$ cat config.mk
export PLATFORM = sky130hd
export DESIGN_NAME = bank_write_ctrl
export DESIGN_NICKNAME = d
export VERILOG_FILES = /design/src/rtl/bank_write_ctrl_pkg.sv /design/src/rtl/btn_debounce.sv /design/src/rtl/bank_write_ctrl.sv
export SDC_FILE = /design/constraint.sdc
export NUM_CORES = 1
export LEC_CHECK = 0
export ABC_AREA = 1
export CAP_MARGIN = 20
export CORE_ASPECT_RATIO = 1.75
export CORE_MARGIN = 5
export CORE_UTILIZATION = 43
export DETAILED_ROUTE_END_ITERATION = 10
export MAX_ROUTING_LAYER = met4
export RECOVER_POWER = 25
export SYNTH_ARGS = -nofsm -noshare
export SYNTH_HDL_FRONTEND = slang
export SYNTH_SLANG_ARGS = --single-unit
$ cat constraint.sdc
create_clock -name clk -period 2.5 [get_ports clk]
set_input_delay 0.625 -clock clk [delete_from_list [all_inputs] [get_ports clk]]
set_output_delay 0.625 -clock clk [all_outputs]
set_load 0.02 [all_outputs]
$ cat src/rtl/bank_write_ctrl_pkg.sv
// Shared register-bank definitions: bank geometry and the write-controller
// state encoding, common to the register bank and its write controller.
package bank_write_ctrl_pkg;

    localparam int BIT_ADDR = 2;
    localparam int BIT_DATO = 4;
    localparam int NREG     = 1 << BIT_ADDR;

    typedef enum logic [2:0] {
        ST_IDLE  = 3'd0,
        ST_DEB   = 3'd1,
        ST_WRITE = 3'd2,
        ST_FILL  = 3'd3,
        ST_HOLD  = 3'd4
    } wr_state_e;

endpackage

$ cat src/rtl/btn_debounce.sv
// Two-flop synchronizer for the raw pushbutton plus a saturating counter of
// consecutive cycles in which the synchronized level equals the requested level.
module btn_debounce #(
    parameter int DEBOUNCE_CYC = 1000000,
    parameter int CNT_W        = $clog2(DEBOUNCE_CYC + 1)
) (
    input  logic clk,
    input  logic rst,
    input  logic btn_n,
    input  logic clr,
    input  logic lvl,
    output logic btn_s,
    output logic stable
);

    logic             sync1_r;
    logic             sync2_r;
    logic [CNT_W-1:0] cnt_r;

    // Synchronizer flops idle at the released (high) level.
    always_ff @(posedge clk or negedge rst) begin
        if (!rst) begin
            sync1_r <= 1'b1;
            sync2_r <= 1'b1;
        end else begin
            sync1_r <= btn_n;
            sync2_r <= sync1_r;
        end
    end

    // Stable-level counter: any sample off the requested level restarts it.
    always_ff @(posedge clk or negedge rst) begin
        if (!rst) begin
            cnt_r <= '0;
        end else if (clr) begin
            cnt_r <= '0;
        end else if (sync2_r != lvl) begin
            cnt_r <= '0;
        end else if (cnt_r != CNT_W'(DEBOUNCE_CYC)) begin
            cnt_r <= cnt_r + CNT_W'(1);
        end else begin
            cnt_r <= cnt_r;
        end
    end

    assign btn_s  = sync2_r;
    assign stable = (cnt_r == CNT_W'(DEBOUNCE_CYC));

endmodule

$ cat src/rtl/bank_write_ctrl.sv
// Pushbutton-driven register-bank writer: one debounced press issues either a
// single write or an auto-fill of every register, then waits for release.
module bank_write_ctrl #(
    parameter int BIT_ADDR     = bank_write_ctrl_pkg::BIT_ADDR,
    parameter int BIT_DATO     = bank_write_ctrl_pkg::BIT_DATO,
    parameter int DEBOUNCE_CYC = 1000000
) (
    input  logic                clk,
    input  logic                rst,
    input  logic                btn_n,
    input  logic                fill,
    input  logic [BIT_ADDR-1:0] sw_addr,
    input  logic [BIT_DATO-1:0] sw_dat,
    output logic                reg_write,
    output logic [BIT_ADDR-1:0] addr_w,
    output logic [BIT_DATO-1:0] dat_w,
    output logic                busy,
    output logic [7:0]          wr_count
);
    import bank_write_ctrl_pkg::*;

    wr_state_e           state_r, state_s;
    logic [BIT_ADDR-1:0] idx_r, idx_s;
    logic [BIT_DATO-1:0] base_r, base_s;
    logic [BIT_ADDR-1:0] addr_s;
    logic [BIT_DATO-1:0] dat_s;
    logic                wr_s;
    logic                btn_s;
    logic                stable_s;
    logic                clr_s;
    logic                lvl_s;

    btn_debounce #(
        .DEBOUNCE_CYC(DEBOUNCE_CYC)
    ) u_btn_debounce (
        .clk    (clk),
        .rst    (rst),
        .btn_n  (btn_n),
        .clr    (clr_s),
        .lvl    (lvl_s),
        .btn_s  (btn_s),
        .stable (stable_s)
    );

    // Counter watches for a held press in DEB and for a held release in HOLD.
    always_comb begin
        clr_s = (state_r != ST_DEB) && (state_r != ST_HOLD);
        lvl_s = (state_r == ST_HOLD);
    end

    // Next state and next registered outputs; the switches are captured only
    // on the DEB exit cycle so later changes cannot disturb the operation.
    always_comb begin
        state_s = state_r;
        idx_s   = idx_r;
        base_s  = base_r;
        wr_s    = 1'b0;
        addr_s  = addr_w;
        dat_s   = dat_w;
        case (state_r)
            ST_IDLE: begin
                if (!btn_s) begin
                    state_s = ST_DEB;
                end else begin
                    state_s = ST_IDLE;
                end
            end
            ST_DEB: begin
                if (btn_s) begin
                    state_s = ST_IDLE;
                end else if (stable_s) begin
                    base_s = sw_dat;
                    wr_s   = 1'b1;
                    dat_s  = sw_dat;
                    if (fill) begin
                        state_s = ST_FILL;
                        idx_s   = '0;
                        addr_s  = '0;
                    end else begin
                        state_s = ST_WRITE;
                        addr_s  = sw_addr;
                    end
                end else begin
                    state_s = ST_DEB;
                end
            end
            ST_WRITE: begin
                state_s = ST_HOLD;
            end
            ST_FILL: begin
                if (idx_r == {BIT_ADDR{1'b1}}) begin
                    state_s = ST_HOLD;
                end else begin
                    idx_s  = idx_r + BIT_ADDR'(1);
                    wr_s   = 1'b1;
                    addr_s = idx_s;
                    dat_s  = base_r + BIT_DATO'(idx_s);
                end
            end
            ST_HOLD: begin
                if (stable_s && btn_s) begin
                    state_s = ST_IDLE;
                end else begin
                    state_s = ST_HOLD;
                end
            end
            default: begin
                state_s = ST_IDLE;
            end
        endcase
    end

    // State, sequence registers and all outputs.
    always_ff @(posedge clk or negedge rst) begin
        if (!rst) begin
            state_r   <= ST_IDLE;
            idx_r     <= '0;
            base_r    <= '0;
            reg_write <= 1'b0;
            addr_w    <= '0;
            dat_w     <= '0;
            busy      <= 1'b0;
            wr_count  <= 8'd0;
        end else begin
            state_r   <= state_s;
            idx_r     <= idx_s;
            base_r    <= base_s;
            reg_write <= wr_s;
            addr_w    <= addr_s;
            dat_w     <= dat_s;
            busy      <= (state_s != ST_IDLE);
            wr_count  <= wr_count + {7'd0, wr_s};
        end
    end

endmodule

==> out/summary.md <==
The run gives 4 as the iteration count of the initial detailed-routing pass. Summing internal, switching and leakage power gives 1420 uW. The via count of the first global-routing pass is 2266, and the post-detailed-placement half-perimeter wirelength is 4420 um.

The smallest clock period supported by the final layout is computed as 2.24 ns. Detailed-route wire length per cell: 12.9 um. The class of the tightest hold or removal check was reg2reg. The clock edge transition at the registers on the reported setup and hold paths is 0.08 ns, and the number of max-cap violations is 0. CTS built an H-tree with a depth of 2.

Setup violations remaining at the end of the flow were counted as 0. The worst-case IR drop observed on VDD is 0.000332 V. The top achievable clock speed was 0.447 GHz.

The tree built by TritonCTS fans out to 47 sinks. The congestion estimate from routability-driven global placement came to 0.830. The worst setup path is launched from a flip-flop. The run gives 10100 um as the wire length of the first global-routing pass.

The clock reaches the later pin of the worst-skew pair after 0.30 ns. The tools report the area of the mapped netlist as 2640 um2. When the netlist entered floorplanning its net count stood at 334. Global-route usage over all layers: 0.162. The portion of the clock cycle consumed by the worst path in the final layout came out at 0.895. For the pin with the worst max-slew slack, the measured transition is 1.17 ns. The logs give 0 for the number of nets with antenna violations after routing and 367 for the layout net count. For this run, design rule violations remaining after detail routing come to 0. The run gives 2.69 ns as the critical path required time. For the number of antenna violations at the first check in global routing, the log shows 0. The run finished with clean final reports. Once the clock tree was built, the setup fixing pass inserted 0 buffers. The initial core utilization was 0.445. For this design the ratio of total power to cell area is 460 nW/um2. The class of the most critical setup path is reg2reg. The count of mapped cells out of synthesis was 316; the share of final-layout standard cells stronger than drive strength 1 was 0.166. For this design the top-level I/O count stands at 26. For this run, the number of Yosys warnings is 0. Hold repair after CTS inserted 0 buffers. After floorplanning, the core was divided into 37 placement rows. Aggregate routed wire length: 5520 um. TritonCTS built the clock tree. For this block, the initial DRC count from the detailed router was 69. The number of antenna diodes in the final layout is 0. The via total after detailed routing came out at 2087. The height of the die works out to 114 um. The count of pins over their slew limit was 0.

For this design the static power due to leakage is 0.00138 uW. After routing the design area is 3100 um2. The floorplan step set the die width to 69.2 um. The number of clock buffers added by TritonCTS is 5. Global routing finished with a remaining overflow of 0. Pin count of the biggest net entering global routing: 27. The relative slew slack is 0.220, and the number of buffer cells added on primary ports is 25. The floorplan step defined a die boundary enclosing 7860 um2. Share of the yosys chip area belonging to registers: 0.447. Relative to the synthesized area, the layout overhead comes to 17.5%. The largest clock skew in the final design is 0.00366 ns.

The synthesized netlist contains 37 unique library cells. The maximum fanout encountered on the critical timing path came out at 10. Clock tree synthesis selected as its root buffer the cell sky130_fd_sc_hd__clkbuf_8.

Data arrival time of the critical path: 2.43 ns. Gates resized during post-CTS repair numbered 0. The longest clock path from root to sink contains 2 buffers. After floorplanning, the core was sized to cover 5930 um2. The leading cell type in the layout, fill and taps excluded was sky130_fd_sc_hd__nand2_1. Setup total negative slack on the finished layout was measured at 0 ns. After detailed routing, the number of vias per cell comes to 4.88. The synthesized flop and latch total was 47; the area of placed instances was 2990 um2. In the layout the commonest cells are 81 x sky130_fd_sc_hd__nand2_1, 45 x sky130_fd_sc_hd__dfrtp_1, 37 x sky130_fd_sc_hd__inv_1. The endpoint type of the worst setup path was a flip-flop.

Setup repair after global routing left no endpoint under its margin. The final hold violation count was 0; the average cell area after synthesis was 8.34 um2. Post-layout utilization of the core: 0.523.
-- where the power goes --
part | switching, uW | internal (uW) | leakage (uW)
clock network | 254 | 324 | 0.0000612
registers | 3.74 | 766 | 0.000592
logic | 50.0 | 27.6 | 0.000731
-- through the flow --
stage | hold slack, ns | worst slack [ns] | cells
floorplan | 0.329 | 0.337 | 316
global placement | 0.345 | 0.279 | 420
detailed placement | 0.347 | 0.195 | 420
CTS | 0.297 | 0.184 | 428
global route | 0.369 | 0.0583 | 428
finish | 0.358 | 0.261 | 428
-- critical path, cell delays in order (launching register included) --
cell	delay, ns
sky130_fd_sc_hd__dfrtp_1	0.46
sky130_fd_sc_hd__inv_1	0.11
sky130_fd_sc_hd__ha_1	0.17
sky130_fd_sc_hd__inv_1	0.05
sky130_fd_sc_hd__nor2_1	0.21
sky130_fd_sc_hd__nand4_4	0.21
sky130_fd_sc_hd__nand2_4	0.17
sky130_fd_sc_hd__ha_1	0.18
sky130_fd_sc_hd__ha_1	0.18
sky130_fd_sc_hd__nand3_1	0.10
sky130_fd_sc_hd__nor2_1	0.10
sky130_fd_sc_hd__nand2_1	0.07
sky130_fd_sc_hd__xnor2_1	0.12
-- synth_stat cells, drive strengths merged --
cell	number	area share
a211oi	1	0.0047
a21oi	13	0.033
a2bb2oi	1	0.0033
a31oi	1	0.0024
buf	1	0.0057
clkinv	1	0.0019
dfrtp	45	0.43
dfstp	2	0.020
fa	1	0.0076
ha	7	0.033
inv	44	0.065
nand2	89	0.14
nand3	21	0.048
nand4	6	0.020
nor2	46	0.093
nor3	8	0.017
o21a	1	0.0029
o21ai	16	0.038
o22ai	1	0.0024
o31ai	1	0.0029
or2	1	0.0024
xnor2	3	0.010
xor2	6	0.020
-- flip-flops by register name, summed over array words and instances, names as in the netlist --
signal / cells
u_btn_debounce.cnt_r: 20
state_r: 3
reg_write: 1
addr_w: 2
dat_w: 4
wr_count: 8
busy: 1
u_btn_debounce.btn_s: 1
base_r: 4
u_btn_debounce.sync1_r: 1
idx_r: 2
-- worst paths after layout --
path / start / end / slack, ns / depth (start not counted)
max in group asynchronous: rst / u_btn_debounce.cnt_r[0] / 0.72 / 2
min reg2reg: u_btn_debounce.sync1_r / u_btn_debounce.btn_s / 0.36 / 0
min: u_btn_debounce.sync1_r / u_btn_debounce.btn_s / 0.36 / 0
max reg2reg: u_btn_debounce.cnt_r[0] / wr_count[6] / 0.26 / 12
min in group asynchronous: rst / wr_count[4] / 0.53 / 1
max: u_btn_debounce.cnt_r[0] / wr_count[6] / 0.26 / 12
-- layout make-up --
class / instances / area [um2]
Sequential cell: 47 / 1180
Clock buffer: 6 / 82.6
Multi-Input combinational cell: 223 / 1270
Fill cell: 601 / 2830
Inverter: 45 / 175
Tap cell: 78 / 97.6
Clock inverter: 2 / 35.0
Timing Repair Buffer: 27 / 256
-- logic make-up after synthesis --
logic type	share of synthesized area
AND/OR/NAND/NOR	0.321
AO/OA/AOI/OAI	0.0893
buffers and inverters	0.0722
flip-flops	0.447
XOR/XNOR	0.0299
adder cells (fa/ha/maj)	0.0408
-- routing by layer --
metal	global-route usage	routed length [um]	up-vias
li1	-	-	1068
met1	0.158	2070	976
met2	0.305	3140	29
met3	0.0265	126	14
met4	0.0821	176	0
met5	-	0	-
Note: power is estimated with default switching activity, not from simulation.
==> patch 1: new RTL, same settings <==
Encoding of `wr_state_e`: now one-hot (5 bits for 5 states).
--- a/src/rtl/bank_write_ctrl_pkg.sv
+++ b/src/rtl/bank_write_ctrl_pkg.sv
@@ -8,8 +8,8 @@
 
-    typedef enum logic [2:0] {
-        ST_IDLE  = 3'd0,
-        ST_DEB   = 3'd1,
-        ST_WRITE = 3'd2,
-        ST_FILL  = 3'd3,
-        ST_HOLD  = 3'd4
+    typedef enum logic [4:0] {
+        ST_IDLE  = 5'b00001,
+        ST_DEB   = 5'b00010,
+        ST_WRITE = 5'b00100,
+        ST_FILL  = 5'b01000,
+        ST_HOLD  = 5'b10000
     } wr_state_e;
Check against the original RTL: no difference found for any inputs over 10 cycles, from zero or initial values and one cycle with rst low; not proved beyond that.
==> patch 1 against the unedited design <==
Area after synthesis rose by 7.8%; sequential cell count grew 2; critical endpoint unchanged; the flow now finishes with violations (max-capacitance violations, max-slew violations); worst setup slack better by 0.12 ns; wire length up 20%; design area grew 7.6%.
Power is not compared: it rests on default switching activity, and its combinational part moved more than twofold at a synthesized area within 25%.
==> patch 1: results (changes against the unedited design) <==
Slowest stage delay, CP: 0.43 ns (was 0.46 ns)
Register-to-register setup slack: 0.38 ns (was 0.26 ns)
Core Util, Final: 51.4% (was 52.3%)
FILL cells: 639 (was 601)
Register area share after synthesis: 43.3% (was 44.7%)
Dpl cell area: 3190 sq um (was 2990 sq um)
Number of DRC markers in iteration 0: 174 (was 69)
Syn_nets: 383 (was 334)
Placed Instances: 473 (was 420)
WL per Instance: 13.8 microns (was 12.9 microns)
Status: finished with violations (was finished clean)
Syn Inst Count: 365 (was 316)
GRT Total Usage: 17.8% (was 16.2%)
Placer Congestion: 0.896 (was 0.830)
Number of global-route vias before repair: 2485 (was 2266)
Clk root buf: clkbuf_16 (was clkbuf_8)
Final #Nets: 416 (was 367)
Vias: 2423 (was 2087)
Worst Path Max Fanout: 6 (was 10)
Commonest cells post-synth: 91 x nand2_1, 46 x dfrtp_1, 45 x nor2_1 (was 81 x nand2_1, 45 x dfrtp_1, 37 x inv_1)
Largest net degree at the start of global routing: 31 (was 27)
Crit path arrival time: 2.33 ns (was 2.43 ns)
Hpwl dp: 5.32 mm (was 4.42 mm)
Dpl ws: 0.397 ns (was 0.195 ns)
Max-Cap Viols: 1 (was 0)
Biggest regs: u_btn_debounce.cnt_r x20, wr_count x8, state_r x5 (was u_btn_debounce.cnt_r x20, wr_count x8)
Yosys cell types: 33 (was 37)
Max-slew violations: 31 (was 0)
Max_slew headroom: -8.12% (was 22.0%)
Failing checks: max-capacitance violations, max-slew violations
Finished Layout Cells: 481 (was 428)
==> patch 1: cell types whose count changed after synthesis, sizes merged, moves of 2 or more <==
cell | unedited run | this run
a21oi | 13 | 10
buf | 1 | 3
inv | 44 | 48
nand2 | 89 | 97
nand3 | 21 | 40
nand3b | 0 | 3
nand4 | 6 | 12
nor2 | 46 | 57
o21bai | 0 | 5
==> patch 1: critical path, delay by kind of cell (launching register included) <==
kind,cells,cell delay (ns)
buffers and inverters,1,0.14
and+or+nand+nor,6,0.76
xor gates and xnor gates,1,0.16
adders and majority gates,3,0.56
DFF,1,0.43
==> patch 1: per-stage QoR <==
stage | total power [uW] | hold slack, ns
final | 2460 | 0.358
after global routing | 2620 | 0.364
after CTS | 2500 | 0.307
after detailed placement | 1800 | 0.349
after global placement | 1800 | 0.346
after floorplan | 1500 | 0.329
==> patch 1: metal layers <==
layer	track usage, %	routed length (microns)
met5	-	0
met4	9.41	295
met3	2.74	136
met2	32.9	3740
met1	17.1	2460
==> patch 1: worst max-delay path by stage <==
stage	endpoint	slack, ns	cells after the start
final	wr_count[6]	0.38	11
after global routing	wr_count[6]	0.15	11
after CTS	wr_count[6]	0.37	11
after detailed placement	wr_count[6]	0.40	11
after global placement	wr_count[6]	0.46	11
after floorplan	wr_count[6]	0.40	12
==> patch 1: kinds of logic (layout without fill, tap and decap cells) <==
logic type	Yosys count	in the layout	synth area share, %
flops	49	49	43.3
xor+xnor	7	7	2.16
compound gates	32	32	7.31
fa+ha+maj	8	8	3.79
simple gates	217	217	36.0
buf+inv	52	86	7.44
==> patch 1: area by class of cell <==
cell class                      count  area share (%)
Inverter                           49            5.52
Timing Repair Buffer               29            8.03
Sequential cell                    49            36.9
Tap cell                           82            3.08
Clock buffer                        7            4.28
Clock inverter                      1           0.225
Multi-Input combinational cell    264            42.0
==> patch 2: new RTL, config.mk and constraints unchanged <==
Without the edit above. `DEBOUNCE_CYC` is set to 1000000 in 2 places; all go to 250000.
--- a/src/rtl/btn_debounce.sv
+++ b/src/rtl/btn_debounce.sv
@@ -3,3 +3,3 @@
 module btn_debounce #(
-    parameter int DEBOUNCE_CYC = 1000000,
+    parameter int DEBOUNCE_CYC = 250000,
     parameter int CNT_W        = $clog2(DEBOUNCE_CYC + 1)
--- a/src/rtl/bank_write_ctrl.sv
+++ b/src/rtl/bank_write_ctrl.sv
@@ -5,3 +5,3 @@
     parameter int BIT_DATO     = bank_write_ctrl_pkg::BIT_DATO,
-    parameter int DEBOUNCE_CYC = 1000000
+    parameter int DEBOUNCE_CYC = 250000
 ) (
Formal check against the unedited RTL: same outputs for any inputs over 10 cycles, from zero or initial values and one cycle with rst low; that may be too few to reach the edited logic, so the function may still have changed.
==> patch 2 against the unedited design <==
Design area fell by 6.6%; worst setup slack improved by 0.17 ns; sequential cell count fell by 2; wire length fell by 6.3%; synthesized cell count fell by 12%; critical path depth fell by 2; utilization barely moved; area after synthesis fell by 7.6%; total power fell by 2.5%.
==> patch 2: results (changes against the unedited design) <==
Register-to-register setup slack: 0.43 ns (was 0.26 ns)
LEAKAGE: 0.00125 uW (was 0.00138 uW)
Crit path arrival time: 2.26 ns (was 2.43 ns)
Placer Congestion: 0.796 (was 0.830)
Syn_nets: 296 (was 334)
GRT Total Usage: 16.9% (was 16.2%)
Status: finished clean (unchanged)
Number of DRC markers in iteration 0: 73 (was 69)
Register area share after synthesis: 46.4% (was 44.7%)
Reg2reg start: state_r[2] (was u_btn_debounce.cnt_r[0])
Biggest regs: u_btn_debounce.cnt_r x18, wr_count x8 (was u_btn_debounce.cnt_r x20, wr_count x8)
I/O Buffers: 25 (unchanged)
First-pass GRT wire length: 9.11 mm (was 10.1 mm)
Register-to-Register Path Depth: 10 (was 12)
Worst VDD drop: 0.426 mV (was 0.332 mV)
Clk power: 571 uW (was 578 uW)
Synth area leaders: dfrtp_1 44%, nand2_1 9.9%, nand3_1 5.3% (was dfrtp_1 43%, nand2_1 12%, inv_1 5.3%)
Clk pwr share: 41.1% (was 40.6%)
Dpl cell area: 2770 sq um (was 2990 sq um)
Cts repair resizes: 0 (unchanged)
Hold Slack: 0.360 ns (was 0.358 ns)
Hpwl dp: 4.01 mm (was 4.42 mm)
FILL cells: 552 (was 601)
Reg-to-Reg End: wr_count[7] (was wr_count[6])
WL per Instance: 13.3 microns (was 12.9 microns)
Final #Nets: 329 (was 367)
Vias: 1893 (was 2087)
Layout cells sized above 1: 16.0% (was 16.6%)
Critical Path Slowest Stage Cell: dfrtp_1 (unchanged)
Worst setup path endpoint: wr_count[7] (was wr_count[6])
Final Skew: 0.00624 ns (was 0.00366 ns)
Power share of the combinational group: 5.7% (was 5.4%)
Yosys cell types: 40 (was 37)
Worst Path Max Fanout: 9 (was 10)
Commonest cells post-synth: 64 x nand2_1, 43 x dfrtp_1, 30 x inv_1 (was 81 x nand2_1, 45 x dfrtp_1, 37 x inv_1)
[patch 2: cell count changes in the layout (fill, tap and decap cells not counted), moves of 4 or more]
cell / delta
nor2_1: -10
nand2_1: -17
o21ai_0: -5
inv_1: -7
nand3_1: +8
o21ai_1: +4
[patch 2: kinds of logic after synthesis]
family                   share of synthesized area (%)
buffers and inverters                             6.48
AO/OA/AOI/OAI                                     10.8
flip-flops                                        46.4
adder cells (fa/ha/maj)                           4.42
XOR/XNOR                                          2.88
AND/OR/NAND/NOR                                   29.0
[patch 2: how the worst min path moves through the flow]
stage,cells after the start,to
floorplan,0,addr_w[0]
global placement,0,u_btn_debounce.btn_s
detailed placement,0,u_btn_debounce.btn_s
CTS,0,u_btn_debounce.btn_s
global route,0,u_btn_debounce.btn_s
finish,0,u_btn_debounce.btn_s
[patch 2: layer usage]
| metal | global-route usage [%] | routed length (microns) |
|---|---|---|
| met5 | - | 0 |
| met4 | 6.82 | 103 |
| met3 | 2.86 | 127 |
| met2 | 31.0 | 2910 |
| met1 | 17.6 | 2030 |
[patch 2: worst reg2reg max path: cells and delay by family, from the launching register on]
family | cells | cell delay (ns)
and+or+nand+nor | 8 | 1.20
xor gates and xnor gates | 1 | 0.14
adders and majority gates | 1 | 0.18
DFF | 1 | 0.46
[patch 2: cell type report]
cell class / instances / share of cell area, %
clock inverter: 2 / 1.30
multi-input combinational: 197 / 39.7
timing repair buffer: 29 / 9.52
sequential: 45 / 39.0
clock buffer: 6 / 2.85
inverter: 33 / 4.37
tap: 76 / 3.29
[patch 2: stage by stage]
step           util [%]  worst slack (ns)  cells
4_1_cts            52.2             0.386    388
3_3_place_gp       50.0             0.452    380
2_1_floorplan         -             0.536    278
3_5_place_dp       50.0             0.395    380
5_1_grt            52.2             0.203    388
6_report           52.2             0.429    388
